File: src/rtl/array_pq_gen_if.sv
// Producer/consumer bus for the sorted-array priority queue.
interface array_pq_gen_if #(
  parameter int unsigned DATA_WIDTH = 8,
  parameter int unsigned ID_WIDTH   = 3,
  parameter int unsigned CNT_WIDTH  = 4
);
  logic                  flush_i;
  logic                  push_valid_i;
  logic                  push_ready_o;
  logic [DATA_WIDTH-1:0] push_data_i;
  logic [ID_WIDTH-1:0]   push_id_o;
  logic                  pop_valid_o;
  logic                  pop_ready_i;
  logic [DATA_WIDTH-1:0] pop_data_o;
  logic [ID_WIDTH-1:0]   pop_id_o;
  logic [CNT_WIDTH-1:0]  count_o;
  logic                  empty_o;
  logic                  full_o;

  // Producer/consumer side.
  modport master (
    output flush_i, push_valid_i, push_data_i, pop_ready_i,
    input  push_ready_o, push_id_o, pop_valid_o, pop_data_o, pop_id_o,
           count_o, empty_o, full_o
  );

  // Queue side.
  modport slave (
    input  flush_i, push_valid_i, push_data_i, pop_ready_i,
    output push_ready_o, push_id_o, pop_valid_o, pop_data_o, pop_id_o,
           count_o, empty_o, full_o
  );
endinterface

File: src/rtl/array_pq_gen.sv
// Sorted-array priority queue: single-cycle insert, pop, or replace (push+pop).
// Cell 0 is always the head; valid cells are contiguous from cell 0 and kept in
// priority order, with equal priorities in arrival order.
module array_pq_gen #(
  parameter int unsigned DEPTH      = 8,
  parameter int unsigned DATA_WIDTH = 8,
  parameter bit          MIN_FIRST  = 1'b1,
  parameter int unsigned ID_WIDTH   = $clog2(DEPTH),
  parameter int unsigned CNT_WIDTH  = $clog2(DEPTH + 1)
) (
  input logic           clk_i,
  input logic           rst_ni,
  array_pq_gen_if.slave bus
);

  // Cell storage.
  logic [DEPTH-1:0]      r_valid;
  logic [DATA_WIDTH-1:0] r_data [DEPTH];
  logic [ID_WIDTH-1:0]   r_id   [DEPTH];
  logic [DEPTH-1:0]      r_free;
  logic [CNT_WIDTH-1:0]  r_count;

  // Next-state.
  logic [DEPTH-1:0]      w_valid_d;
  logic [DATA_WIDTH-1:0] w_data_d [DEPTH];
  logic [ID_WIDTH-1:0]   w_id_d   [DEPTH];
  logic [DEPTH-1:0]      w_free_d;
  logic [CNT_WIDTH-1:0]  w_count_d;

  // Neighbour views of the array, used by the shift muxes.
  logic [DEPTH-1:0]      w_up_valid;
  logic [DATA_WIDTH-1:0] w_up_data [DEPTH];
  logic [ID_WIDTH-1:0]   w_up_id   [DEPTH];
  logic [DEPTH-1:0]      w_dn_valid;
  logic [DATA_WIDTH-1:0] w_dn_data [DEPTH];
  logic [ID_WIDTH-1:0]   w_dn_id   [DEPTH];

  // w_ahead[i]: cell i stays in front of the incoming entry. Bit DEPTH is a
  // permanently-empty virtual cell past the tail.
  logic [DEPTH:0]        w_ahead;
  logic [DEPTH-1:0]      w_ahead_prev;
  logic [DEPTH-1:0]      w_ahead_next;
  logic [DEPTH-1:0]      w_ahead_self;

  logic                  w_full;
  logic                  w_push_ready;
  logic                  w_push_fire;
  logic                  w_pop_fire;
  logic [DEPTH-1:0]      w_head_mask;
  logic [DEPTH-1:0]      w_free_eff;
  logic [ID_WIDTH-1:0]   w_push_id;
  logic                  w_id_found;
  logic [DEPTH-1:0]      w_pop_mask;
  logic [DEPTH-1:0]      w_push_mask;

  assign w_full       = (r_count == CNT_WIDTH'(DEPTH));
  assign w_push_ready = !bus.flush_i && (!w_full || bus.pop_ready_i);
  assign w_push_fire  = bus.push_valid_i && w_push_ready;
  assign w_pop_fire   = r_valid[0] && bus.pop_ready_i && !bus.flush_i;

  // Head ID is offered to the producer as soon as the consumer is taking it.
  assign w_head_mask  = (bus.pop_ready_i && r_valid[0]) ? (DEPTH'(1) << r_id[0]) : '0;
  assign w_free_eff   = r_free | w_head_mask;
  assign w_pop_mask   = w_pop_fire ? (DEPTH'(1) << r_id[0]) : '0;
  assign w_push_mask  = w_push_fire ? (DEPTH'(1) << w_push_id) : '0;

  // Lowest-numbered available ID.
  always_comb begin
    w_push_id  = '0;
    w_id_found = 1'b0;
    for (int i = 0; i < DEPTH; i++) begin
      if (!w_id_found && w_free_eff[i]) begin
        w_push_id  = ID_WIDTH'(i);
        w_id_found = 1'b1;
      end
    end
  end

  // Per-cell priority compare; ties keep the old entry in front.
  always_comb begin
    w_ahead = '0;
    for (int i = 0; i < DEPTH; i++) begin
      if (MIN_FIRST) begin
        w_ahead[i] = r_valid[i] && (r_data[i] <= bus.push_data_i);
      end else begin
        w_ahead[i] = r_valid[i] && (r_data[i] >= bus.push_data_i);
      end
    end
  end

  // Position i is the insert point when the previous cell is still ahead (cell 0 has a
  // virtual always-ahead predecessor). For replace, cell 0 leaves, so the test for
  // position i uses cell i itself as its predecessor.
  assign w_ahead_prev = {w_ahead[DEPTH-2:0], 1'b1};
  assign w_ahead_next = w_ahead[DEPTH:1];
  assign w_ahead_self = {w_ahead[DEPTH-1:1], 1'b1};

  // Shifted copies of the array; out-of-range neighbours read as empty.
  always_comb begin
    for (int i = 0; i < DEPTH; i++) begin
      w_up_valid[i] = 1'b0;
      w_up_data[i]  = '0;
      w_up_id[i]    = '0;
      w_dn_valid[i] = 1'b0;
      w_dn_data[i]  = '0;
      w_dn_id[i]    = '0;
    end
    for (int i = 0; i < DEPTH - 1; i++) begin
      w_up_valid[i] = r_valid[i+1];
      w_up_data[i]  = r_data[i+1];
      w_up_id[i]    = r_id[i+1];
    end
    for (int i = 1; i < DEPTH; i++) begin
      w_dn_valid[i] = r_valid[i-1];
      w_dn_data[i]  = r_data[i-1];
      w_dn_id[i]    = r_id[i-1];
    end
  end

  // Per-cell hold/shift/load select.
  always_comb begin
    for (int i = 0; i < DEPTH; i++) begin
      w_valid_d[i] = r_valid[i];
      w_data_d[i]  = r_data[i];
      w_id_d[i]    = r_id[i];
    end
    if (bus.flush_i) begin
      w_valid_d = '0;
    end else begin
      case ({w_push_fire, w_pop_fire})
        2'b10: begin
          for (int i = 0; i < DEPTH; i++) begin
            if (!w_ahead[i]) begin
              if (w_ahead_prev[i]) begin
                w_valid_d[i] = 1'b1;
                w_data_d[i]  = bus.push_data_i;
                w_id_d[i]    = w_push_id;
              end else begin
                w_valid_d[i] = w_dn_valid[i];
                w_data_d[i]  = w_dn_data[i];
                w_id_d[i]    = w_dn_id[i];
              end
            end
          end
        end
        2'b01: begin
          for (int i = 0; i < DEPTH; i++) begin
            w_valid_d[i] = w_up_valid[i];
            w_data_d[i]  = w_up_data[i];
            w_id_d[i]    = w_up_id[i];
          end
        end
        2'b11: begin
          for (int i = 0; i < DEPTH; i++) begin
            if (w_ahead_next[i]) begin
              w_valid_d[i] = w_up_valid[i];
              w_data_d[i]  = w_up_data[i];
              w_id_d[i]    = w_up_id[i];
            end else if (w_ahead_self[i]) begin
              w_valid_d[i] = 1'b1;
              w_data_d[i]  = bus.push_data_i;
              w_id_d[i]    = w_push_id;
            end
          end
        end
        default: ;
      endcase
    end
    // Empty cells read as zero so an empty head presents zero data/id.
    for (int i = 0; i < DEPTH; i++) begin
      if (!w_valid_d[i]) begin
        w_data_d[i] = '0;
        w_id_d[i]   = '0;
      end
    end
  end

  // Free-pool and occupancy next state; a popped ID may be reclaimed by the same-cycle push.
  always_comb begin
    w_free_d  = (r_free | w_pop_mask) & ~w_push_mask;
    w_count_d = r_count + CNT_WIDTH'(w_push_fire) - CNT_WIDTH'(w_pop_fire);
    if (bus.flush_i) begin
      w_free_d  = '1;
      w_count_d = '0;
    end
  end

  // State registers.
  always_ff @(posedge clk_i or negedge rst_ni) begin
    if (!rst_ni) begin
      r_valid <= '0;
      r_free  <= '1;
      r_count <= '0;
      for (int i = 0; i < DEPTH; i++) begin
        r_data[i] <= '0;
        r_id[i]   <= '0;
      end
    end else begin
      r_valid <= w_valid_d;
      r_free  <= w_free_d;
      r_count <= w_count_d;
      for (int i = 0; i < DEPTH; i++) begin
        r_data[i] <= w_data_d[i];
        r_id[i]   <= w_id_d[i];
      end
    end
  end

  assign bus.push_ready_o = w_push_ready;
  assign bus.push_id_o    = w_push_id;
  assign bus.pop_valid_o  = r_valid[0];
  assign bus.pop_data_o   = r_data[0];
  assign bus.pop_id_o     = r_id[0];
  assign bus.count_o      = r_count;
  assign bus.empty_o      = (r_count == '0);
  assign bus.full_o       = w_full;

  // Structural invariants: contiguous valid prefix, count tracks it, array sorted.
  logic w_sorted;

  // Sortedness of adjacent valid pairs.
  always_comb begin
    w_sorted = 1'b1;
    for (int i = 0; i < DEPTH - 1; i++) begin
      if (r_valid[i+1]) begin
        if (MIN_FIRST && (r_data[i] > r_data[i+1])) w_sorted = 1'b0;
        if (!MIN_FIRST && (r_data[i] < r_data[i+1])) w_sorted = 1'b0;
      end
    end
  end

  a_prefix: assert property (@(posedge clk_i) disable iff (!rst_ni)
    (r_valid & (r_valid + DEPTH'(1))) == '0);
  a_count: assert property (@(posedge clk_i) disable iff (!rst_ni)
    $countones(r_valid) == int'(r_count));
  a_sorted: assert property (@(posedge clk_i) disable iff (!rst_ni) w_sorted);

endmodule

File: src/flat_wrapper.sv
// flat-port wrapper written by rule: the top's interface ports become plain ports
module array_pq_gen_flat 
#(
  parameter int unsigned DEPTH      = 8,
  parameter int unsigned DATA_WIDTH = 8,
  parameter bit          MIN_FIRST  = 1'b1,
  parameter int unsigned ID_WIDTH   = $clog2(DEPTH),
  parameter int unsigned CNT_WIDTH  = $clog2(DEPTH + 1)
)
  (clk_i, rst_ni, bus_flush_i, bus_push_valid_i, bus_push_data_i, bus_pop_ready_i, bus_push_ready_o, bus_push_id_o, bus_pop_valid_o, bus_pop_data_o, bus_pop_id_o, bus_count_o, bus_empty_o, bus_full_o);
  array_pq_gen_if #(.DATA_WIDTH(DATA_WIDTH), .ID_WIDTH(ID_WIDTH), .CNT_WIDTH(CNT_WIDTH)) bus_i ();
  input logic clk_i;
  input logic rst_ni;
  input wire logic [$bits(bus_i.flush_i)-1:0] bus_flush_i;
  input wire logic [$bits(bus_i.push_valid_i)-1:0] bus_push_valid_i;
  input wire logic [$bits(bus_i.push_data_i)-1:0] bus_push_data_i;
  input wire logic [$bits(bus_i.pop_ready_i)-1:0] bus_pop_ready_i;
  output wire logic [$bits(bus_i.push_ready_o)-1:0] bus_push_ready_o;
  output wire logic [$bits(bus_i.push_id_o)-1:0] bus_push_id_o;
  output wire logic [$bits(bus_i.pop_valid_o)-1:0] bus_pop_valid_o;
  output wire logic [$bits(bus_i.pop_data_o)-1:0] bus_pop_data_o;
  output wire logic [$bits(bus_i.pop_id_o)-1:0] bus_pop_id_o;
  output wire logic [$bits(bus_i.count_o)-1:0] bus_count_o;
  output wire logic [$bits(bus_i.empty_o)-1:0] bus_empty_o;
  output wire logic [$bits(bus_i.full_o)-1:0] bus_full_o;
  assign bus_i.flush_i = bus_flush_i;
  assign bus_i.push_valid_i = bus_push_valid_i;
  assign bus_i.push_data_i = bus_push_data_i;
  assign bus_i.pop_ready_i = bus_pop_ready_i;
  assign bus_push_ready_o = bus_i.push_ready_o;
  assign bus_push_id_o = bus_i.push_id_o;
  assign bus_pop_valid_o = bus_i.pop_valid_o;
  assign bus_pop_data_o = bus_i.pop_data_o;
  assign bus_pop_id_o = bus_i.pop_id_o;
  assign bus_count_o = bus_i.count_o;
  assign bus_empty_o = bus_i.empty_o;
  assign bus_full_o = bus_i.full_o;
  array_pq_gen #(.DEPTH(DEPTH), .DATA_WIDTH(DATA_WIDTH), .MIN_FIRST(MIN_FIRST), .ID_WIDTH(ID_WIDTH), .CNT_WIDTH(CNT_WIDTH)) u_core (.clk_i(clk_i), .rst_ni(rst_ni), .bus(bus_i));
endmodule
File: config.mk
export PLATFORM = sky130hd
export DESIGN_NAME = array_pq_gen_flat
export DESIGN_NICKNAME = d
export VERILOG_FILES = /design/src/rtl/array_pq_gen_if.sv /design/src/rtl/array_pq_gen.sv /design/src/flat_wrapper.sv
export SDC_FILE = /design/constraint.sdc
export NUM_CORES = 1
export LEC_CHECK = 0
export CORE_MARGIN = 2
export CORE_UTILIZATION = 50
export DETAILED_ROUTE_END_ITERATION = 7
export GPL_TIMING_DRIVEN = 0
export PLACE_DENSITY = 0.78
export RECOVER_POWER = 100
export REMOVE_ABC_BUFFERS = 1
export SYNTH_ARGS = -nofsm -noshare
export SYNTH_HDL_FRONTEND = slang
export SYNTH_SLANG_ARGS = --single-unit
File: constraint.sdc
create_clock -name clk_i -period 9.2 [get_ports clk_i]
set_clock_uncertainty 0.05 [all_clocks]
set_input_delay 2.3 -clock clk_i [delete_from_list [all_inputs] [get_ports clk_i]]
set_output_delay 2.3 -clock clk_i [all_outputs]
set_load 0.05 [all_outputs]
==> qor.yml, run 1 <==
status: "complete, but fails checks"
violations: "DRC, capacitance limit, slew limit"
mostFrequentLayoutCell: "nand2_1"
crit_path_start: "bus_pop_ready_i"
hp-class: "register to register"
power_density_mw_per_mm2: 137
rsz0062_at_grt: "false"
setup_violations: 0
power_frac_comb_pct: 30.9
via_count: 9102
crit_chain: "dlygate4sd3_1 > and2_1 > nand2b_2 > buf_12 > inv_1 > nand2_1 > o221ai_1 > o221ai_1 > o2bb2a_1 > o21ai_0"
switching_share_pct: 37.1
portBuffers: 34
dominantRegCellSynth: "dfrtp_1"
period_needed_ps: 8000
crit_fanout: 48
ant_nets: 0
synth-edff-count: 0
std_cell_rows: 49
drive_above_1_share_pct: 7.37
start_kind: "primary input"
root_buffer: "clkbuf_16"
cts_tree: "built"
globalplace.congestion: 0.902
diodes: 0
synth_seq_cells: 108
cts_buffers: 9
peakVddDrop_v: 0.0000772
internal-power_mw: 0.848
drtPass1Iterations: 8
grt_usage_pct: 27.7
async_reset_ff_share_pct: 100
hold_ws_ps: 463
ctsHtreeMaxLevel: 3
cpMostUsedCell: "o221ai_1"
crit_buf_inv: 3
slew_headroom_pct: -126
cpLargestDelayFamily: "buffers and inverters"
clock_sinks: 108
worstPathArrival_ps: 8230
p_total_mw: 1.35
power_switching_mw: 0.500
criticalPathCategory: "primary input to register"
fp.dieH_um: 140
pwr-share-clk_pct: 31.0
via_per_inst: 7.00
final_cell_mix: "119 x nand2_1, 100 x a21oi_1, 100 x dfrtp_1"
cts_setup_buffers: 0
antenna_found_initial: 0
netlist_instances: 1102
ctsResizeCount: 0
fmax_mhz: 125
coreArea_sq_mm: 0.0181
slew_violations: 192
worstHoldStart: "u_core.bus.pop_data_o[0]"
fin_setup_tns_ps: 0
total_leakage_power_nw: 4.26
yosysSeqAreaShare_pct: 29.3
drv_cap: 5
final_util_pct: 54.3
crit_path_end_kind: "register"
place_ws_ps: 1590
grt_max_degree: 61
hold_buffers: 0
drcViolationCount: 4
ff_latch_area_sq_mm: 0.00271
cp_slowest_cell: "inv_1"
yosys_warnings: 0
clockBufferDepth: 2
globalRouteOverflowTotal: 0
critPathRequiredTime_ps: 9440
clk_pin_slew_ps: 70
grt_pass1_vias: 8511
hpwl_mm: 19.6
setup_ws_ps: 1200
synth_cell_types: 92
die_area_sq_mm: 0.0196
clk_latency_ps: 370
multi_input_area_sq_mm: 0.00597
hold_viol_final: 0
crit-reg2reg-launch: "u_core.r_valid[0]"
syn_to_final_growth_pct: 5.96
grt_pass1_wl_mm: 44.1
critPathMaxStageDelay_ps: 1220
wl_per_cell_um: 21.1
first_iter_violations: 999
die_x_um: 140
power_frac_seq_pct: 38.0
ios: 35
syn_area_sq_mm: 0.00926
synth.avg_cell_area_sq_um: 8.41
wl_mm: 27.4
period_share_pct: 86.9
tightest_slew_ps: 3400
start_util_pct: 51.2
nets: 1151
fillers: 1630
## power groups by stage
stage | clock [mW] | sequential, mW | combinational, mW
after global placement | 0 | 0.522 | 0.404
final | 0.418 | 0.513 | 0.417
after floorplan | 0 | 0.540 | 0.265
after global routing | 0.439 | 0.515 | 0.452
after CTS | 0.419 | 0.512 | 0.418
after detailed placement | 0 | 0.522 | 0.417
## logic make-up (layout without fill, tap and decap cells)
group / count (synthesis) / count (layout) / share of synthesized area (%)
AOI/OAI and AO/OA: 420 / 420 / 32.0
xor gates and xnor gates: 2 / 2 / 0.189
and+or+nand+nor: 325 / 325 / 17.1
buffers and inverters: 127 / 97 / 6.19
adders and majority gates: 71 / 71 / 9.67
muxes: 49 / 49 / 5.51
DFF: 108 / 108 / 29.3
## cells in the mapped netlist (all sizes together) (5+ instances only)
cell	instances	area, sq um
a21o	29	218
nor2	65	246
nand2b	9	56.3
nand2	121	469
o2111ai	10	87.6
nor2b	18	113
o21bai	8	60.1
or2	7	43.8
ha	70	876
a22oi	13	103
mux2i	36	360
a2bb2oi	5	43.8
o32ai	6	52.6
nor3	26	135
o21ai	78	398
o21a	8	60.1
a21oi	101	517
o22a	6	52.6
nand3	24	120
or4	8	63.8
o22ai	11	68.8
nand4	14	87.6
o211ai	30	225
a31oi	14	103
and3	5	31.3
a211oi	9	80.1
a311oi	7	67.6
inv	43	161
dfstp	8	210
and2	12	75.1
o2bb2ai	5	43.8
dfrtp	100	2500
a211o	5	43.8
buf	50	284
o221a	5	56.3
o221ai	31	290
clkbuf	34	128
mux2	13	150
## metrics by stage
step                cells  instance area [sq um]
global placement     1281                   9480
global route         1301                   9810
finish               1301                   9810
detailed placement   1285                   9570
floorplan            1018                   8850
CTS                  1301                   9870
## sequential cells by signal (all words and copies together) (netlist names)
signal and flops:
u_core.r_free 8, u_core.bus.pop_id_o 3, u_core.r_valid 8, u_core.r_id 21, u_core.bus.pop_data_o 8, u_core.bus.count_o 4
u_core.r_data 56
## metal layers
layer  track usage (%)  up-vias  share of wire (%)
met1              38.3     4447                 44
met4              10.8        0                3.3
met2              43.7      451                 45
li1                  -     4118                  -
met5                 0        -                  0
met3              4.55       86                8.2
## final cells by class
type,count,share of cell area (%)
multi-input cells,867,60.9
clock inverters,5,0.625
repair buffers,38,3.84
clock buffers,11,2.47
flip-flops and latches,108,27.6
well taps,229,2.92
inverters,43,1.64
## final timing paths
kind | to | slack, ps | cells after the start
setup / recovery | u_core.r_data[17] | 1200 | 10
max in group asynchronous | u_core.bus.count_o[2] | 2140 | 2
setup reg to reg | u_core.r_data[17] | 3350 | 9
min in group asynchronous | u_core.bus.pop_data_o[6] | 2720 | 1
hold reg to reg | u_core.bus.pop_data_o[0] | 460 | 2
hold / removal | u_core.bus.pop_data_o[0] | 460 | 2
## tightest hold or removal path, cell delays in order (launching register included)
cell     delay [ps]
dfrtp_1         370
nand2_1          50
o21ai_0          60
Note: power is estimated with default switching activity, not from simulation.
==> run 2, diff against run 1 <==
Settings changed: RECOVER_POWER 100 to not set.
==> run 2 against run 1 <==
- the run ends with DRC left
- maximum frequency increased by 3.8%
- highest routed layer unchanged
- critical path depth down 4
- routed wire length rose by 0.41%
- largest cell class unchanged
- critical path type is now primary input to primary output
==> qor.yml, run 2 (synthesis gave the netlist of run 1 again) <==
cpMostUsedCell: "clkdlybuf4s50_1"
ctsResizeCount: 0
globalplace.congestion: 0.902
largest_reg_flops: 56
crit_path_end_kind: "primary output"
pwr-share-clk_pct: 30.9
diodes: 0
cts_tree: "built"
drtPass1Iterations: 8
antenna_found_initial: 0
drv_cap: 0
wl_per_cell_um: 21.2
status: "complete, but fails checks"
fin_area_sq_mm: 0.00987
fp.dieH_um: 140
clock_sinks: 108
critPathRequiredTime_ps: 6850
portBuffers: 34
endpoint: "bus_push_id_o[1]"
fin_setup_tns_ps: 0
start_kind: "primary input"
via_count: 9145
power_frac_comb_pct: 31.3
rrSetupSlack_ps: 4060
hpwl_mm: 19.6
ant_nets: 0
total_leakage_power_nw: 4.21
grt_pass1_vias: 8511
final_cell_mix: "119 x nand2_1, 100 x a21oi_1, 100 x dfrtp_1"
criticalPathCategory: "primary input to primary output"
internal-power_mw: 0.854
setup_violations: 0
slew_violations: 0
tightest_slew_ps: 1330
power_switching_mw: 0.505
std_cell_rows: 49
violations: "DRC"
die_x_um: 140
hold_ws_ps: 469
whs_path_depth: 2
fmax_mhz: 130
clockBufferDepth: 2
ios: 35
first_iter_violations: 1066
hold_viol_final: 0
worstPathArrival_ps: 5350
cts_setup_buffers: 0
wl_mm: 27.5
globalRouteOverflowTotal: 0
period_share_pct: 83.7
rsz0062_at_grt: "false"
hp-class: "register to register"
slew_headroom_pct: 11.1
coreArea_sq_mm: 0.0181
drcViolationCount: 4
period_needed_ps: 7700
r2r_end: "u_core.r_data[17]"
crit-reg2reg-launch: "u_core.r_valid[0]"
largest_register: "u_core.r_data"
root_buffer: "clkbuf_16"
grt_usage_pct: 27.7
top_regs: "u_core.r_data (56), u_core.r_id (21)"
place_area_sq_mm: 0.00957
cp_slowest_cell: "clkdlybuf4s50_1"
setup_ws_ps: 1500
power_frac_seq_pct: 37.8
syn_to_final_growth_pct: 6.56
via_per_inst: 7.03
drive_above_1_share_pct: 8.21
start_util_pct: 51.2
grt_max_degree: 61
ctsHtreeMaxLevel: 3
peakVddDrop_v: 0.0000780
grt_pass1_wl_mm: 44.1
crit_chain: "clkdlybuf4s50_1 > nand2_1 > o21ai_0 > and3_1 > inv_2 > clkdlybuf4s50_1"
nets: 1151
cts_buffers: 9
switching_share_pct: 37.2
p_total_mw: 1.36
mostFrequentLayoutCell: "nand2_1"
power_density_mw_per_mm2: 138
die_area_sq_mm: 0.0196
reg2reg_depth: 9
place_ws_ps: 1590
critPathMaxStageDelay_ps: 750
clk_latency_ps: 380
clk_pin_slew_ps: 70
crit_fanout: 20
crit_path_start: "bus_pop_ready_i"
hold_buffers: 0
run 2: area by class of cell:
| class | count | area (sq um) |
|---|---|---|
| multi-input cells | 867 | 6000 |
| clock inverters | 5 | 61.3 |
| flip-flops and latches | 108 | 2710 |
| repair buffers | 38 | 408 |
| clock buffers | 11 | 243 |
| inverters | 43 | 161 |
| fillers | 1620 | 8220 |
| well taps | 229 | 287 |
run 2: worst min-delay path by stage:
stage	from	endpoint	slack, ps
global placement	u_core.bus.pop_data_o[0]	u_core.bus.pop_data_o[0]	440
detailed placement	u_core.bus.pop_data_o[0]	u_core.bus.pop_data_o[0]	460
floorplan	u_core.r_id[4]	u_core.r_id[4]	420
global route	u_core.r_id[13]	u_core.r_id[13]	510
finish	u_core.bus.pop_data_o[0]	u_core.bus.pop_data_o[0]	470
CTS	u_core.bus.pop_data_o[0]	u_core.bus.pop_data_o[0]	470
run 2: stage by stage:
| stage | cells | util, % |
|---|---|---|
| 6_report | 1301 | 54.6 |
| 5_1_grt | 1301 | 54.6 |
| 4_1_cts | 1301 | 54.6 |
| 3_5_place_dp | 1285 | 52.9 |
| 3_3_place_gp | 1281 | 52.4 |
| 2_1_floorplan | 1018 | - |
run 2: power groups by stage:
stage	Combinational [mW]	Clock [mW]	Sequential (mW)
finish	0.426	0.420	0.513
floorplan	0.265	0	0.540
global route	0.460	0.439	0.515
CTS	0.418	0.419	0.512
global placement	0.404	0	0.522
detailed placement	0.417	0	0.522
run 2: worst max-delay path, delay by kind of cell:
| family | cells | cell delay (ps) |
|---|---|---|
| buffers and inverters | 3 | 1650 |
| AND/OR/NAND/NOR | 2 | 1130 |
| AO/OA/AOI/OAI | 1 | 250 |
run 2: per-layer routing:
| metal | wire [um] | track usage, % |
|---|---|---|
| met5 | 0 | 0 |
| met4 | 952 | 10.8 |
| met3 | 2430 | 4.55 |
| met2 | 12300 | 43.7 |
| met1 | 11900 | 38.3 |
==> run 3, diff against run 2 <==
Clock period 9.2 ns to 8 ns, I/O delays scaled along.
==> results of run 3 <==
Same layout as run 2 (identical final DEF). Status: complete, but fails checks: DRC.
Among the figures that moved: setup slack after placement 1590 ps -> 947 ps; setup slack after layout 1500 ps -> 897 ps; register-to-register setup slack 4060 ps -> 2860 ps; total power 1.36 mW -> 1.56 mW; worst IR drop on VDD 0.0000780 V -> 0.0000897 V
